==> config.mk <==
export PLATFORM = sky130hd
export DESIGN_NAME = stopwatch_counter
export DESIGN_NICKNAME = d
export VERILOG_FILES = /design/src/rtl/stopwatch_counter.sv
export SDC_FILE = /design/constraint.sdc
export NUM_CORES = 1
export LEC_CHECK = 0
export CORE_ASPECT_RATIO = 0.5
export CORE_UTILIZATION = 58
export DETAILED_ROUTE_END_ITERATION = 7
export GPL_TIMING_DRIVEN = 0
export PLACE_DENSITY = 0.78
export SLEW_MARGIN = 20
export SYNTH_ARGS = -nofsm -noshare
export SYNTH_HDL_FRONTEND = slang
export SYNTH_SLANG_ARGS = --single-unit
export TNS_END_PERCENT = 100
==> constraint.sdc <==
create_clock -name clk -period 2.55 [get_ports clk]
set_input_delay 0.3825 -clock clk [delete_from_list [all_inputs] [get_ports clk]]
set_output_delay 0.3825 -clock clk [all_outputs]
set_load 0.01 [all_outputs]
==> src/rtl/stopwatch_counter.sv <==
// BCD stopwatch (SS.cc) with synchronized start/stop and clear buttons,
// plus a free-running square-wave scan clock for the display multiplexer.
module stopwatch_counter #(
    parameter int CLK_HZ  = 100_000_000,
    parameter int TICK_HZ = 100,
    parameter int SCAN_HZ = 1000
) (
    input  logic        clk,
    input  logic        rst_n,
    input  logic        btn_ss,
    input  logic        btn_clr,
    output logic [15:0] count,
    output logic        clk_1k,
    output logic        running,
    output logic        overflow,
    output logic [1:0]  state_dbg
);

    localparam int TICK_DIV  = CLK_HZ / TICK_HZ;
    localparam int SCAN_DIV  = CLK_HZ / SCAN_HZ;
    localparam int SCAN_HALF = SCAN_DIV / 2;
    localparam int TICK_W    = $clog2(TICK_DIV);
    localparam int SCAN_W    = (SCAN_HALF > 1) ? $clog2(SCAN_HALF) : 1;

    localparam logic [TICK_W-1:0] TICK_LAST = TICK_W'(TICK_DIV - 1);
    localparam logic [SCAN_W-1:0] SCAN_LAST = SCAN_W'(SCAN_HALF - 1);
    localparam logic [15:0]       COUNT_MAX = 16'h9999;

    typedef enum logic [1:0] {
        IDLE  = 2'd0,
        RUN   = 2'd1,
        PAUSE = 2'd2,
        HALT  = 2'd3
    } state_e;

    state_e             state_q, state_d;
    logic [15:0]        count_q, count_d;
    logic [TICK_W-1:0]  presc_q, presc_d;
    logic               running_q, overflow_q;
    logic [SCAN_W-1:0]  scan_cnt_q, scan_cnt_d;
    logic               clk_1k_q, clk_1k_d;

    logic ss_meta_q, ss_sync_q, ss_prev_q;
    logic clr_meta_q, clr_sync_q, clr_prev_q;
    logic ss_p, clr_p, tick;

    function automatic logic [15:0] bcd_inc(input logic [15:0] v);
        logic [15:0] r;
        logic        carry;
        r     = v;
        carry = 1'b1;
        for (int i = 0; i < 4; i++) begin
            if (carry) begin
                if (v[4*i +: 4] == 4'd9) begin
                    r[4*i +: 4] = 4'd0;
                end else begin
                    r[4*i +: 4] = v[4*i +: 4] + 4'd1;
                    carry       = 1'b0;
                end
            end
        end
        return r;
    endfunction

    // Two-flop synchronizer followed by a previous-value flop for edge detection.
    always_ff @(posedge clk or negedge rst_n) begin
        if (!rst_n) begin
            ss_meta_q  <= 1'b0;
            ss_sync_q  <= 1'b0;
            ss_prev_q  <= 1'b0;
            clr_meta_q <= 1'b0;
            clr_sync_q <= 1'b0;
            clr_prev_q <= 1'b0;
        end else begin
            ss_meta_q  <= btn_ss;
            ss_sync_q  <= ss_meta_q;
            ss_prev_q  <= ss_sync_q;
            clr_meta_q <= btn_clr;
            clr_sync_q <= clr_meta_q;
            clr_prev_q <= clr_sync_q;
        end
    end

    always_comb begin
        ss_p  = ss_sync_q & ~ss_prev_q;
        clr_p = clr_sync_q & ~clr_prev_q;
        tick  = (state_q == RUN) && (presc_q == TICK_LAST);
    end

    always_comb begin
        state_d = state_q;
        count_d = count_q;
        presc_d = presc_q;
        if (clr_p) begin
            state_d = IDLE;
            count_d = 16'h0000;
            presc_d = '0;
        end else begin
            case (state_q)
                IDLE: begin
                    presc_d = '0;
                    if (ss_p) state_d = RUN;
                end
                RUN: begin
                    // A tick coinciding with a pause still lands; saturation wins over pause.
                    if (ss_p) state_d = PAUSE;
                    if (tick) begin
                        presc_d = '0;
                        if (count_q == COUNT_MAX) state_d = HALT;
                        else                      count_d = bcd_inc(count_q);
                    end else begin
                        presc_d = presc_q + TICK_W'(1);
                    end
                end
                PAUSE: begin
                    if (ss_p) state_d = RUN;
                end
                HALT: begin
                    state_d = HALT;
                end
                default: state_d = IDLE;
            endcase
        end
    end

    always_ff @(posedge clk or negedge rst_n) begin
        if (!rst_n) begin
            state_q    <= IDLE;
            count_q    <= 16'h0000;
            presc_q    <= '0;
            running_q  <= 1'b0;
            overflow_q <= 1'b0;
        end else begin
            state_q    <= state_d;
            count_q    <= count_d;
            presc_q    <= presc_d;
            running_q  <= (state_d == RUN);
            overflow_q <= (state_d == HALT);
        end
    end

    // Scan divider runs regardless of FSM activity; only reset stops it.
    always_comb begin
        if (scan_cnt_q == SCAN_LAST) begin
            scan_cnt_d = '0;
            clk_1k_d   = ~clk_1k_q;
        end else begin
            scan_cnt_d = scan_cnt_q + SCAN_W'(1);
            clk_1k_d   = clk_1k_q;
        end
    end

    always_ff @(posedge clk or negedge rst_n) begin
        if (!rst_n) begin
            scan_cnt_q <= '0;
            clk_1k_q   <= 1'b0;
        end else begin
            scan_cnt_q <= scan_cnt_d;
            clk_1k_q   <= clk_1k_d;
        end
    end

    assign count     = count_q;
    assign clk_1k    = clk_1k_q;
    assign running   = running_q;
    assign overflow  = overflow_q;
    assign state_dbg = state_q;

endmodule

==> summary.md, run 1 <==
| Metric | Value |
|---|---|
| Status | complete, no violations |
| Power Internal | 1.74 mW |
| CP arrival | 2.71 ns |
| Post-route ant nets | 0 |
| I/O Buffers | 24 |
| Grt total ovfl | 0 |
| Htree depth | 3 |
| Num rows | 18 |
| Clock buffer depth | 2 |
| CP startpoint kind | register |
| NetSw | 490 µW |
| First-pass GRT wire length | 10300 µm |
| Clock slew at reported path FFs | 0.07 ns |
| Total GRT Usage | 24.1% |
| Cell area after layout | 3790 µm² |
| Die Y | 54.3 µm |
| Largest net degree at the start of global routing | 57 |
| Initial antenna violation count | 0 |
| Core footprint | 5090 µm² |
| Power after layout | 2.23 mW |
| Min-Delay Startpoint | ss_meta_q |
| R2R depth | 6 |
| Vias/cell | 5.76 |
| Main synth FF type | dfrtp_1 |
| Detailed Route Iter0 Violations | 122 |
| Total count of hold-check failures in the final report | 0 |
| Crit path required time | 2.84 ns |
| Vias in the first global route | 2294 |
| Critical Path End Type | register |
| Via count | 2477 |
| Ports | 25 |
| RSZ-0062 raised after global routing | no |
| Gate count of the mapped netlist | 318 |
| Area Overhead vs Synth | 19.4% |
| Clk Latency, worst-skew pair | 0.35 ns |
| Logic gate share of total power | 5.7% |
| Relative slew slack | 36.8% |
| Wirelength per Cell | 14.5 µm |
| R2R setup slack | 0.13 ns |
| Clock power share | 47.8% |
| Critical path peak fanout | 10 |
| Count leader, synth | dfrtp_1 |
| Post-synth EDFFs | 0 |
| Layout Nets | 369 |
| CTS tree | done |
| Post-CTS Repair Setup Buffers | 0 |
| Clk_skew | 0.0109 ns |
| CTS Buf Count | 9 |
| Final HPWL DP | 4280 µm |
| Hold EP | ss_sync_q |
| DIE WIDTH | 107 µm |
| Final WL | 6220 µm |
| Register area share after synthesis | 49.7% |
| Net count after synthesis | 332 |
| Final min period | 2.42 ns |
| Yosys warning count | 0 |
| Fmax | 414 MHz |
| Share of cells above drive strength 1 | 7.50% |
| Final Setup Violations | 0 |
| Initial Util | 62.3% |
| Placed cell area | 3530 µm² |
| Max Cap Violations | 0 |
| Die footprint | 5790 µm² |
| Worst setup path category | register to register |
| Hold Path Class | register to register |
| Fillers | 360 |
| Worst Max-Slew Pin Slew | 0.945 ns |
| Footprint of the multi-input gates | 1540 µm² |
| Leak | 1.62 nW |
| Largest area contributor in the netlist | dfrtp_1 |
| Tcrit/Tclk final | 94.8% |
| Hold path cells | 0 |
| Fin. max-slew vios | 0 |
| Synth cell count leaders | 63 x dfrtp_1, 37 x nor2_1, 32 x nand2_1 |
| Mapped Area | 3170 µm² |
| Async set or reset register ratio after synthesis | 100% |
| Inserted Diodes | 0 |
| Reg2reg end | count[8] |
| Final routed DRC violation total | 0 |
| Synthesized flop and latch total | 63 |
| Power per Cell Area | 588 nW/µm² |
| Avg Inst Size Synth | 9.97 µm² |
| Root buf cell | clkbuf_8 |
| Register area | 1580 µm² |
| CTS Sinks | 63 |
| Critical R2R Launch | presc_q[6] |
| Largest cells by area after synthesis | dfrtp_1 50%, xor2_1 5.2%, nor2_1 4.4%, ha_1 3.9%, nand2_1 3.8% |
| Cell variety after synth | 48 |
| Peak supply drop | 0.508 mV |
| Sw frac | 22.0% |
| Gpl congestion | 0.847 |
| Drt first pass iters | 4 |
| Reg power frac | 46.5% |
| Post-synth top area share | 49.7% |
## worst max-delay path: stages (launching register included)
cell	delay, ns
dfrtp_1	0.42
or4b_1	0.56
nor4b_4	0.40
nand4_2	0.24
clkbuf_1	0.29
nor4b_1	0.31
o21a_1	0.14
## worst max path at each step
| stage | to | start | depth (start not counted) |
|---|---|---|---|
| after detailed placement | presc_q[18] | presc_q[0] | 6 |
| after floorplan | count[6] | presc_q[12] | 5 |
| after CTS | count[8] | presc_q[12] | 6 |
| after global routing | count[8] | presc_q[8] | 6 |
| after global placement | scan_cnt_q[12] | rst_n | 1 |
| final | count[8] | presc_q[6] | 6 |
## placed cells by master, fill, tap and decap left out, types with 4 or more instances in the layout
cell | netlist | routed
a21oi_1 | 13 | 13
nand2_1 | 32 | 32
clkbuf_8 | 0 | 10
dfrtp_1 | 63 | 63
xnor2_1 | 10 | 10
and3_1 | 4 | 4
nor2_1 | 37 | 37
or3_1 | 7 | 7
and3b_1 | 4 | 4
nor3_1 | 5 | 5
ha_1 | 10 | 10
nand3b_1 | 4 | 4
or4_1 | 4 | 4
o21ai_0 | 10 | 10
clkbuf_1 | 5 | 5
clkdlybuf4s50_1 | 0 | 23
a31oi_1 | 4 | 4
nor2b_1 | 4 | 4
inv_1 | 10 | 10
xor2_1 | 19 | 19
nand3_1 | 21 | 21
nand4_1 | 10 | 10
## cells by family (layout without fill, tap and decap cells)
logic type,count (synthesis),after routing,share of synthesized area (%)
compound gates,42,42,8.32
simple gates,154,154,26.8
mux,4,4,1.30
buf+inv,16,58,1.93
fa+ha+maj,10,10,3.94
xor+xnor,29,29,8.01
flops,63,63,49.7
## metrics by stage
stage | setup TNS, ns | util, % | worst slack, ns | std cells | hold slack, ns
after global routing | 0 | 74.4 | 0.0130 | 430 | 0.377
after detailed placement | 0 | 69.3 | 0.100 | 413 | 0.219
after global placement | -50.42 | 68.8 | -0.805 | 412 | 0.338
after floorplan | 0 | - | 0.378 | 318 | 0.0869
after CTS | 0 | 74.3 | 0.102 | 430 | 0.364
final | 0 | 74.4 | 0.132 | 430 | 0.358
## sequential cells by signal (all words and copies together) (netlist names)
name / cells
state_dbg: 2
clk_1k: 1
ss_sync_q: 1
ss_prev_q: 1
clr_prev_q: 1
overflow: 1
presc_q: 20
count: 16
clr_sync_q: 1
scan_cnt_q: 16
clr_meta_q: 1
running: 1
ss_meta_q: 1
## timing repair
item | CTS | global route
hold endpoints to repair | 7 | 0
endpoints found under the setup margin | 1 | 4
pin swaps | 0 | 1
gates resized for setup | 1 | 1
hold buffers | 1 | 0
## per-layer routing
| metal | share of wire, % | wire length [µm] | GRT usage, % |
|---|---|---|---|
| met5 | 0 | 0 | 0 |
| met4 | 2.1 | 131 | 13.5 |
| met3 | 4.0 | 249 | 7.02 |
| met2 | 48 | 2960 | 41.6 |
| met1 | 46 | 2880 | 28.3 |
## power by group through the flow
| stage | Clock [mW] | Combinational (mW) | Sequential (mW) |
|---|---|---|---|
| 2_1_floorplan | 0 | 0.0572 | 1.05 |
| 5_1_grt | 1.12 | 0.141 | 1.04 |
| 3_3_place_gp | 0 | 0.116 | 1.05 |
| 3_5_place_dp | 0 | 0.126 | 1.05 |
| 4_1_cts | 1.08 | 0.128 | 1.03 |
| 6_report | 1.06 | 0.127 | 1.04 |
## area by class of cell
type,instances,share of cell area [%]
Multi-Input combinational cell,239,40.7
Tap cell,70,2.31
Buffer,6,0.628
Timing Repair Buffer,26,7.27
Inverter,10,0.991
Sequential cell,63,41.6
Clock buffer,10,3.63
Clock inverter,6,2.84
(Power assumes the default switching activity.)
==> run 2: changes to the inputs <==
--- a/config.mk
+++ b/config.mk
@@ -7,8 +7,10 @@
 export LEC_CHECK = 0
 export CORE_ASPECT_RATIO = 0.5
 export CORE_UTILIZATION = 58
+export CTS_CLUSTER_DIAMETER = 60
 export DETAILED_ROUTE_END_ITERATION = 7
 export GPL_TIMING_DRIVEN = 0
+export MAX_ROUTING_LAYER = met4
 export PLACE_DENSITY = 0.78
 export SLEW_MARGIN = 20
 export SYNTH_ARGS = -nofsm -noshare
==> run 2 against run 1 <==
Effect of this change:
- worst setup slack gained 0.0060 ns
- clock skew decreased by 0.00080 ns
- sequential cell count unchanged
- fmax increased by 0.25%
- global-route usage is 0.94 points higher
- final area is the same
- die area unchanged
- combinational power about the same
- sequential share of layout area unchanged
- sequential power about the same
- clock-buffer cell count did not move
==> summary.md, run 2 (same netlist as run 1, synthesis figures left out) <==
| Metric | Value |
|---|---|
| Worst setup path category | register to register |
| Register area | 1580 µm² |
| Crit path required time | 2.84 ns |
| Via count | 2471 |
| Initial Util | 62.3% |
| CTS tree | done |
| R2R setup slack | 0.14 ns |
| Detailed Route Iter0 Violations | 109 |
| Final cell count without fillers | 430 |
| Initial antenna violation count | 0 |
| R2R depth | 6 |
| Fin. max-slew vios | 0 |
| Met2 wire len | 2980 µm |
| Final routed DRC violation total | 0 |
| Critical path peak fanout | 10 |
| Tcrit/Tclk final | 94.6% |
| Final WL | 6240 µm |
| First-pass GRT wire length | 10400 µm |
| Total count of hold-check failures in the final report | 0 |
| Die Y | 54.3 µm |
| RSZ-0062 raised after global routing | no |
| Largest net degree at the start of global routing | 57 |
| Status | complete, no violations |
| Final setup margin | 0.138 ns |
| Area Overhead vs Synth | 19.4% |
| Drt first pass iters | 4 |
| Biggest register | presc_q |
| Max Cap Violations | 0 |
| Core footprint | 5090 µm² |
| Final min period | 2.41 ns |
| Final TNS setup | 0 ns |
| Vias in the first global route | 2287 |
| Power per Cell Area | 587 nW/µm² |
| Ports | 25 |
| Hold EP | ss_sync_q |
| Min-Delay Startpoint | ss_meta_q |
| Vias/cell | 5.75 |
| Dpl cells | 413 |
| Share of cells above drive strength 1 | 7.50% |
| Worst Max-Slew Pin Slew | 0.933 ns |
| Clock slew at reported path FFs | 0.07 ns |
| Num rows | 18 |
| Dpl ws | 0.100 ns |
| Critical Path End Type | register |
| Total GRT Usage | 25.0% |
| Hold path cells | 0 |
| Most frequent cells in the layout | 63 x dfrtp_1, 37 x nor2_1, 32 x nand2_1 |
| CP startpoint kind | register |
| Max reg flops | 20 |
| Layout Nets | 369 |
| Final HPWL DP | 4280 µm |
| Inserted Diodes | 0 |
| DIE WIDTH | 107 µm |
| Footprint of the multi-input gates | 1540 µm² |
| Peak supply drop | 0.508 mV |
| Met1 WL | 2900 µm |
| Gpl congestion | 0.860 |
| Grt total ovfl | 0 |
| Wirelength per Cell | 14.5 µm |
| Leading cell type in the layout, fill and taps excluded | dfrtp_1 |
| CP arrival | 2.70 ns |
| Critical R2R Launch | presc_q[6] |
| Post-route ant nets | 0 |
| Fillers | 360 |
| Leak | 1.62 nW |
| CTS Sinks | 63 |
| Layout Utilization | 74.4% |
| CTS Buf Count | 9 |
| Final Setup Violations | 0 |
| Highest metal used | met4 |
| Clk Latency, worst-skew pair | 0.34 ns |
| Reg2reg end | count[8] |
| Fmax | 415 MHz |
| Clk_skew | 0.0101 ns |
| Die footprint | 5790 µm² |
| Htree depth | 3 |
| Met3 Wirelength | 257 µm |
| Relative slew slack | 37.6% |
| Root buf cell | clkbuf_8 |
| Clock buffer depth | 2 |
| I/O Buffers | 24 |
| Hold Path Class | register to register |
==> run 2: routing by layer <==
metal,global-route usage [%],vias up
met5,-,-
met4,10.7,0
met3,9.17,13
met2,41.6,53
met1,28.3,1205
li1,-,1200
==> run 2: report_power, final <==
group	total [mW]	switching [mW]	internal, mW
Clock	1.06	0.389	0.672
Sequential	1.04	0.0190	1.02
Combinational	0.128	0.0806	0.0470
==> run 2: final cells by class <==
class	instances	share of cell area [%]
plain buffers	6	0.628
clock buffers	10	3.63
clock inverters	6	2.84
inverters	10	0.991
multi-input cells	239	40.7
flip-flops and latches	63	41.6
well taps	70	2.31
repair buffers	26	7.27
==> run 2: how the worst max path moves through the flow <==
stage / start / end / cells past startpoint
3_5_place_dp: presc_q[0] / presc_q[18] / 6
6_report: presc_q[6] / count[8] / 6
5_1_grt: presc_q[8] / count[8] / 6
2_1_floorplan: presc_q[12] / count[6] / 5
4_1_cts: presc_q[12] / count[8] / 6
3_3_place_gp: rst_n / scan_cnt_q[12] / 1
==> run 2: critical path, stage by stage (launching register included) <==
cell and delay [ns]:
dfrtp_1 0.42, or4b_1 0.56, nor4b_4 0.40, nand4_2 0.24, clkbuf_1 0.29, nor4b_1 0.31
o21a_1 0.14
==> run 2: timing repair <==
action	CTS	global route
gates resized for setup	1	1
endpoints found under the setup margin	1	4
hold endpoints to repair	7	0
hold buffers	1	0
pin swaps	0	1
buffers inserted	0	0
==> run 2: through the flow <==
| step | instance area [µm²] | hold WS (ns) | power (mW) |
|---|---|---|---|
| finish | 3790 | 0.358 | 2.22 |
| global route | 3790 | 0.377 | 2.30 |
| CTS | 3780 | 0.364 | 2.24 |
| detailed placement | 3530 | 0.219 | 1.18 |
| global placement | 3500 | 0.338 | 1.17 |
| floorplan | 3170 | 0.0869 | 1.11 |
